### src/rtl/pulse_stretcher_if.sv
// Event/indicator bundle between a pulse source and pulse_stretcher.
// master drives events and the overflow clear; slave returns the stretched LED and queue status.
interface pulse_stretcher_if;
  logic       pulse_in;
  logic       clr_ovf;
  logic       led_n;
  logic       busy;
  logic [7:0] pending;
  logic       overflow;

  modport master (output pulse_in, clr_ovf, input led_n, busy, pending, overflow);
  modport slave  (input pulse_in, clr_ovf, output led_n, busy, pending, overflow);
endinterface

### src/rtl/pulse_stretcher.sv
// Stretches one-cycle events into HOLD_CYCLES-long active-low LED pulses separated by GAP_CYCLES.
// Define PULSE_STRETCHER_QUEUE_EN to queue events that arrive while busy; otherwise they are dropped.
module pulse_stretcher #(
  parameter int unsigned HOLD_CYCLES = 50000000,
  parameter int unsigned GAP_CYCLES  = 12500000,
  parameter int unsigned MAX_PENDING = 7,
  parameter int unsigned CNT_W       = 32
) (
  input logic               clk,
  input logic               rst,
  pulse_stretcher_if.slave  ps
);

  localparam int unsigned PEND_W = 8;
  localparam logic [CNT_W-1:0] HOLD_LOAD = CNT_W'(HOLD_CYCLES - 1);
  localparam logic [CNT_W-1:0] GAP_LOAD  = CNT_W'(GAP_CYCLES - 1);

  // Reject configurations whose load values would not fit the counter.
  if (HOLD_CYCLES == 0 || GAP_CYCLES == 0 || MAX_PENDING == 0 || MAX_PENDING > 255 ||
      64'(HOLD_CYCLES) > ((64'd1 << CNT_W) - 64'd1) ||
      64'(GAP_CYCLES) > ((64'd1 << CNT_W) - 64'd1)) begin : g_bad_param
    $error("pulse_stretcher: illegal parameter combination");
  end

  typedef enum logic [1:0] {S_Idle, S_Hold, S_Gap} state_e;

  state_e            state_q, state_d;
  logic [CNT_W-1:0]  cnt_q, cnt_d;
  logic [PEND_W-1:0] pending_q, pending_d;
  logic              ovf_q, ovf_d;
  logic              led_n_q, led_n_d;
  logic              busy_q, busy_d;

  logic cnt_done;
  logic accept;
  logic restart;
  logic ovf_event;

  assign cnt_done = (cnt_q == '0);
  assign accept   = ps.pulse_in && (state_q != S_Idle);

`ifdef PULSE_STRETCHER_QUEUE_EN
  localparam logic [PEND_W-1:0] PEND_MAX = PEND_W'(MAX_PENDING);
  // Gap ends straight into a new hold when anything is waiting, including a same-cycle event.
  assign restart = (state_q == S_Gap) && cnt_done && ((pending_q != '0) || ps.pulse_in);
`else
  assign restart = 1'b0;
`endif

  always_ff @(posedge clk or posedge rst) begin
    if (rst) state_q <= S_Idle;
    else     state_q <= state_d;
  end

  always_comb begin
    state_d = state_q;
    case (state_q)
      S_Idle:  if (ps.pulse_in) state_d = S_Hold;
      S_Hold:  if (cnt_done) state_d = S_Gap;
      S_Gap:   if (cnt_done) state_d = restart ? S_Hold : S_Idle;
      default: state_d = S_Idle;
    endcase
  end

  always_comb begin
    led_n_d = (state_d != S_Hold);
    busy_d  = (state_d != S_Idle);
  end

  always_comb begin
    cnt_d     = cnt_q;
    pending_d = pending_q;
    ovf_event = 1'b0;

    // Counter reloads on every state change and otherwise counts down, parking at zero.
    if (state_d != state_q) begin
      case (state_d)
        S_Hold:  cnt_d = HOLD_LOAD;
        S_Gap:   cnt_d = GAP_LOAD;
        default: cnt_d = '0;
      endcase
    end else if (!cnt_done) begin
      cnt_d = cnt_q - CNT_W'(1);
    end

`ifdef PULSE_STRETCHER_QUEUE_EN
    if (accept && !restart) begin
      if (pending_q == PEND_MAX) ovf_event = 1'b1;
      else                       pending_d = pending_q + PEND_W'(1);
    end else if (!accept && restart) begin
      pending_d = pending_q - PEND_W'(1);
    end
`else
    pending_d = '0;
    ovf_event = accept;
`endif

    ovf_d = (ovf_q && !ps.clr_ovf) || ovf_event;
  end

  always_ff @(posedge clk or posedge rst) begin
    if (rst) begin
      cnt_q     <= '0;
      pending_q <= '0;
      ovf_q     <= 1'b0;
      led_n_q   <= 1'b1;
      busy_q    <= 1'b0;
    end else begin
      cnt_q     <= cnt_d;
      pending_q <= pending_d;
      ovf_q     <= ovf_d;
      led_n_q   <= led_n_d;
      busy_q    <= busy_d;
    end
  end

  assign ps.led_n    = led_n_q;
  assign ps.busy     = busy_q;
  assign ps.pending  = pending_q;
  assign ps.overflow = ovf_q;

endmodule

### src/flat_wrapper.sv
// flat-port wrapper written by rule: the top's interface ports become plain ports
module pulse_stretcher_flat 
#(
  parameter int unsigned HOLD_CYCLES = 50000000,
  parameter int unsigned GAP_CYCLES  = 12500000,
  parameter int unsigned MAX_PENDING = 7,
  parameter int unsigned CNT_W       = 32
)
  (clk, rst, ps_pulse_in, ps_clr_ovf, ps_led_n, ps_busy, ps_pending, ps_overflow);
  pulse_stretcher_if ps_i ();
  input logic clk;
  input logic rst;
  input wire logic [$bits(ps_i.pulse_in)-1:0] ps_pulse_in;
  input wire logic [$bits(ps_i.clr_ovf)-1:0] ps_clr_ovf;
  output wire logic [$bits(ps_i.led_n)-1:0] ps_led_n;
  output wire logic [$bits(ps_i.busy)-1:0] ps_busy;
  output wire logic [$bits(ps_i.pending)-1:0] ps_pending;
  output wire logic [$bits(ps_i.overflow)-1:0] ps_overflow;
  assign ps_i.pulse_in = ps_pulse_in;
  assign ps_i.clr_ovf = ps_clr_ovf;
  assign ps_led_n = ps_i.led_n;
  assign ps_busy = ps_i.busy;
  assign ps_pending = ps_i.pending;
  assign ps_overflow = ps_i.overflow;
  pulse_stretcher #(.HOLD_CYCLES(HOLD_CYCLES), .GAP_CYCLES(GAP_CYCLES), .MAX_PENDING(MAX_PENDING), .CNT_W(CNT_W)) u_core (.clk(clk), .rst(rst), .ps(ps_i));
endmodule
### config.mk
export PLATFORM = sky130hd
export DESIGN_NAME = pulse_stretcher_flat
export DESIGN_NICKNAME = d
export VERILOG_FILES = /design/src/rtl/pulse_stretcher_if.sv /design/src/rtl/pulse_stretcher.sv /design/src/flat_wrapper.sv
export SDC_FILE = /design/constraint.sdc
export NUM_CORES = 1
export LEC_CHECK = 0
export ABC_CLOCK_PERIOD_IN_PS = 3500
export BUFFER_PORTS_ARGS = -buffer_cell sky130_fd_sc_hd__buf_2
export CAP_MARGIN = 20
export CORE_MARGIN = 2
export CORE_UTILIZATION = 25
export CTS_CLUSTER_SIZE = 14
export DETAILED_ROUTE_END_ITERATION = 7
export PLACE_DENSITY_LB_ADDON = 0.12
export SETUP_SLACK_MARGIN = 0.2
export SYNTH_ARGS = -nofsm -noshare
export SYNTH_HDL_FRONTEND = slang
export SYNTH_SLANG_ARGS = --single-unit
### constraint.sdc
create_clock -name clk -period 3.5 [get_ports clk]
set_input_delay 0.7 -clock clk [delete_from_list [all_inputs] [get_ports clk]]
set_output_delay 0.7 -clock clk [all_outputs]
set_load 0.005 [all_outputs]
[Word level (Yosys, flattened, before mapping)]
Index checks and enable logic that the tools add are counted.
Operators by class
  add/sub/neg operators: 1
  eq/ne operators: 7
  mux-type cells: 7
  reductions and logical operators: 8
Operators by type and width (count)
  $mux W32: 2
  $pmux W26 S2: 1
  $logic_not A32 Y1: 1
  $sub A32 B1 Y32 const B: 1
  $mux W2: 3
  $pmux W2 S3: 1
  $eq A2 B1 Y1 const B: 2
  $eq A2 B2 Y1 const B: 2
  $reduce_bool A2 Y1: 2
  $logic_and A1 B1 Y1: 2
  $logic_not A2 Y1: 1
  $ne A2 B1 Y1 const B: 1
  $ne A2 B2 Y1: 1
  $ne A2 B2 Y1 const B: 1
  $logic_not A1 Y1: 1
  $logic_or A1 B1 Y1: 1
Storage, ports and cells
  bits in registers: 37
  input bits: 4
  output and inout bits: 11
  logic and storage cells: 28

[Logic depth before layout (Yosys ltp)]
  depth after elaboration: 6
  mapped depth: 11
  mapped depth without buffers: 10

[Worst setup path after synthesis]
OpenSTA, ideal clock, no wires.
  path type: register -> register
  start: register u_core.cnt_q[0]
  end: register u_core.cnt_q[19]
  library setup time: 0.137 ns
  arrival time: 2.570 ns
  required time: 3.363 ns
  path slack: 0.793 ns
  cell stages (with the launch flop): 12
  buffers on the path: 1
  period minus slack after synthesis: 2.707 ns
  cells stage by stage: dfrtp_1 -> inv_1 -> ha_1 -> or4b_2 -> nor4_1 -> nand4_1 -> nand3b_1 -> o21a_1 -> ha_1 -> a21oi_1 -> buf_2 -> a21oi_1
On the way
  longest elaborated chain between the ends: 6
  elaborated cells between the ends (all ways): 12
  classes of those cells: 1 x add/sub; 4 x eq/ne; 6 x mux; 1 x reduce/logical
RTL lines
  start: declaration: RTL line pulse_stretcher.sv:28  | logic [CNT_W-1:0] cnt_q, cnt_d;
  start signal: assignment: RTL line pulse_stretcher.sv:109  | cnt_q <= cnt_d;
  branches (longest 6 deep; another with $sub A32 B1 Y32)
Several ways; the timed one is not identified. The select of a mux whose other input is x is not followed.
A chain may end at the register's enable or synchronous reset.

[Final worst setup path]
  start: register u_core.cnt_q[18]
  end: register u_core.cnt_q[5]
On the way
  longest elaborated chain between the ends: 6
  elaborated cells between the ends (all ways): 10
  classes of those cells: 4 x eq/ne; 5 x mux; 1 x reduce/logical
RTL lines
  $logic_not A32 Y1 *: RTL line pulse_stretcher.sv:39  | assign cnt_done = (cnt_q == '0);
  $mux W2, on equally long branches: RTL line pulse_stretcher.sv:60, pulse_stretcher.sv:59
  $pmux W2 S3: RTL line pulse_stretcher.sv:57  | case (state_q)
  $eq A2 B2 Y1 / $eq A2 B1 Y1 (equally long branches): RTL line pulse_stretcher.sv:77  | case (state_d)
  $pmux W26 S2: RTL line pulse_stretcher.sv:77
  $mux W32: RTL line pulse_stretcher.sv:76  | if (state_d != state_q) begin
Every way passes the cells marked *; elsewhere a longest branch is shown, timed or not.

==> flow_summary.yaml <==
outcome:
  status: "complete, no violations"
place:
  gp_congestion: 0.7993
  place_ws_ns: 0.5468
  dp.cells: 336
  portBuffers: 6
  dpl.hpwl_microns: 3811
drt:
  drc_errors: 0
  drtPass1Iterations: 4
  wl_per_cell_microns: 15.56
  drtAntennaViolNets: 0
  vias: 1711
  vias_per_cell: 4.974
  initialDrtViolationCount: 97
  wl_microns: 5351
logic_synthesis:
  synth_edf_count: 0
  yosys-top-cells-area: "dfrtp_1 42%, a21oi_1 6.8%, xor2_1 4.5%, or4_1 3.5%, ha_1 2.9%"
  synthDistinctLibCells: 45
  syn_avg_cell_area_sq_um: 9.529
  synth_cells: 224
  netlist.top_cell.by_area: "dfrtp_1"
  synth_flop_cell: "dfrtp_1"
  seq_area_frac_synth: 0.4343
  yosys_register_bits: 37
  syn-cell-area_sq_mm: 0.002135
  async_reset_ff_frac: 1.000
  ys_warn_count: 0
  synth_top_area_frac: 0.4220
sta:
  fin_crit_sh: 0.8502
  period_minus_slack_ns: 2.976
  tightest_slew_ns: 0.6900
  slew-limit-headroom: 0.5358
  finClkSkew_ns: 0.008351
  hold_violations: 0
  fmax_ghz: 0.3360
  setup_tns_ns: 0
  slew_violations: 0
  finalWorstSetupSlack_ns: 0.5242
  setup_viol: 0
  grt_setup_unrepaired: "false"
layout:
  layout-drive-gt1-share: 0.1506
  final_util: 0.2926
  area_growth_pct: 13.19
  antennaDiodeCount: 0
  final_net_count: 247
  finalNonFillerCells: 344
clocking:
  tritoncts: "yes"
  cts_resized: 0
  cts_hold_buf: 0
  cts_setup_buffers: 0
  cts-root-buf: "clkbuf_8"
  clkSinkCount: 37
  numCtsBuffers: 5
  h-tree-depth: 2
  clk_latency_ns: 0.30
  clock_path_buffers: 2
  clk_pin_slew_ns: 0.08
setup_path:
  crit_fanout: 5
  crit_chain: "or4_1 > or3_1 > nor2_1 > nand4_1 > o21a_1 > ha_1 > a21oi_1 > a21oi_1"
  arrival_ns: 3.12
  r2r-start: "u_core.cnt_q[18]$_DFFE_PP0P_"
  cp_common_cell: "a21oi_1"
  worst_path_largest_cell_delay_ns: 0.62
  required_ns: 3.65
  critPathCaptureType: "register"
  crit_path_top_delay_cell: "or4_1"
  timing.rr.end: "u_core.cnt_q[5]$_DFFE_PP0P_"
  worstRegToRegCells: 8
  startpoint_type: "register"
  path_class: "register to register"
  regToRegSetupSlack_ns: 0.52
die:
  rows: 33
  die_area_sq_mm: 0.009293
  die_h_microns: 96.40
  initial_utilization: 0.2585
  core-area_sq_mm: 0.008258
  die_x_microns: 96.40
  pin_count: 15
grt:
  grt_pass1_wl_microns: 9349
  grt_max_degree: 38
  grt_antenna_before_repair: 0
  grt_pass1_vias: 1747
  overflow: 0
  grt_use_total: 0.1330
min_path:
  hp-class: "input pin to async pin"
power:
  power_density_mw_per_mm2: 530.6
  leakage_uw: 0.0009107
  ir_drop_v: 0.0001443
run:
  drv_cap: 0
[cell usage in the layout, fill, tap and decap left out, types with 2 or more instances in the layout]
cell type,instances
xor2_1,11
nand3_1,3
nor4_1,9
clkbuf_8,6
xnor2_1,6
or3_1,5
o21ai_0,7
nand4_1,4
o31ai_1,6
or4_1,10
nor3b_1,2
nand2_1,9
o21a_1,2
conb_1,8
a211oi_1,3
nor2_1,15
buf_2,6
nand3_2,2
buf_4,10
nand2b_1,3
nand3b_1,5
a31oi_1,6
dfrtp_1,36
inv_1,6
a21oi_1,29
nor3_1,6
ha_1,5
[cell type report]
class                           count  area, sq um
Tap cell                          105        131.4
Clock buffer                        6        82.58
Multi-Input combinational cell    172         1110
Fill cell                         903         5842
Inverter                            6        22.52
Clock inverter                      2        37.54
Timing Repair Buffer               16        105.1
Sequential cell                    37        927.1
[cell families (layout without fill, tap and decap cells)]
logic type               after synthesis  after routing  synth area share
other                                  1              8          0.001757
flip-flops                            37             37            0.4343
adder cells (fa/ha/maj)                5              5           0.02931
AND/OR/NAND/NOR                       86             86            0.2538
buffers and inverters                 22             30           0.05803
AO/OA/AOI/OAI                         56             56            0.1530
XOR/XNOR                              17             17           0.06975
[worst max-delay path by stage]
stage	start	slack [ns]	cells after the start	endpoint
6_report	u_core.cnt_q[18]$_DFFE_PP0P_	0.52	8	u_core.cnt_q[5]$_DFFE_PP0P_
5_1_grt	u_core.cnt_q[18]$_DFFE_PP0P_	0.32	8	u_core.cnt_q[5]$_DFFE_PP0P_
4_1_cts	u_core.cnt_q[18]$_DFFE_PP0P_	0.54	9	u_core.cnt_q[4]$_DFFE_PP0P_
3_5_place_dp	u_core.cnt_q[18]$_DFFE_PP0P_	0.55	9	u_core.cnt_q[4]$_DFFE_PP0P_
3_3_place_gp	u_core.cnt_q[18]$_DFFE_PP0P_	0.60	9	u_core.cnt_q[17]$_DFFE_PP0P_
2_1_floorplan	u_core.cnt_q[0]$_DFFE_PP0P_	0.79	11	u_core.cnt_q[19]$_DFFE_PP0P_
[routing by layer]
metal | routed length, microns | vias to the layer above | GRT usage
met5 | 0 | - | 0
li1 | - | 840 | -
met2 | 2429 | 21 | 0.2066
met3 | 130 | 5 | 0.03026
met1 | 2724 | 845 | 0.1851
met4 | 68 | 0 | 0.03873
[synth_stat cells (2+ instances only)]
library cell	n
o21ai_0	7
o21a_1	2
xnor2_1	6
nand3b_1	5
nand3_1	3
ha_1	5
or4_1	10
nor2_1	15
o31ai_1	6
nand2b_1	3
a31oi_1	6
nand2_1	9
clkbuf_1	3
nor4_1	9
a211oi_1	3
buf_4	8
nor3b_1	2
nor3_1	6
inv_1	6
a21oi_1	29
or3_1	5
xor2_1	11
nand4_1	4
nand3_2	2
buf_2	4
dfrtp_1	36
[state kept, by name, summed over array words and instances (netlist names)]
| signal | cells |
|---|---|
| u_core.state_q | 2 |
| u_core.ps.overflow | 1 |
| u_core.ps.busy | 1 |
| u_core.ps.led_n | 1 |
| u_core.cnt_q | 32 |
[critical path: cells and delay by family, from the launching register on]
family | cells | cell delay [ns]
AO/OA/AOI/OAI | 3 | 0.85
flip-flops | 1 | 0.41
adder cells (fa/ha/maj) | 1 | 0.19
AND/OR/NAND/NOR | 4 | 1.37
[through the flow]
step	hold slack (ns)	power, uW	area [sq um]
floorplan	0.4777	825.5	2161
global placement	0.5028	891.7	2296
detailed placement	0.5205	891.2	2296
CTS	0.5306	1293	2416
global route	0.5474	1366	2416
finish	0.5038	1282	2416
[where the power goes]
group          switching, uW  internal, uW  total (uW)
registers                111           516         627
clock network            166           232         398
logic                    125           132         257
No activity file was read; power rests on OpenSTA's default activity.
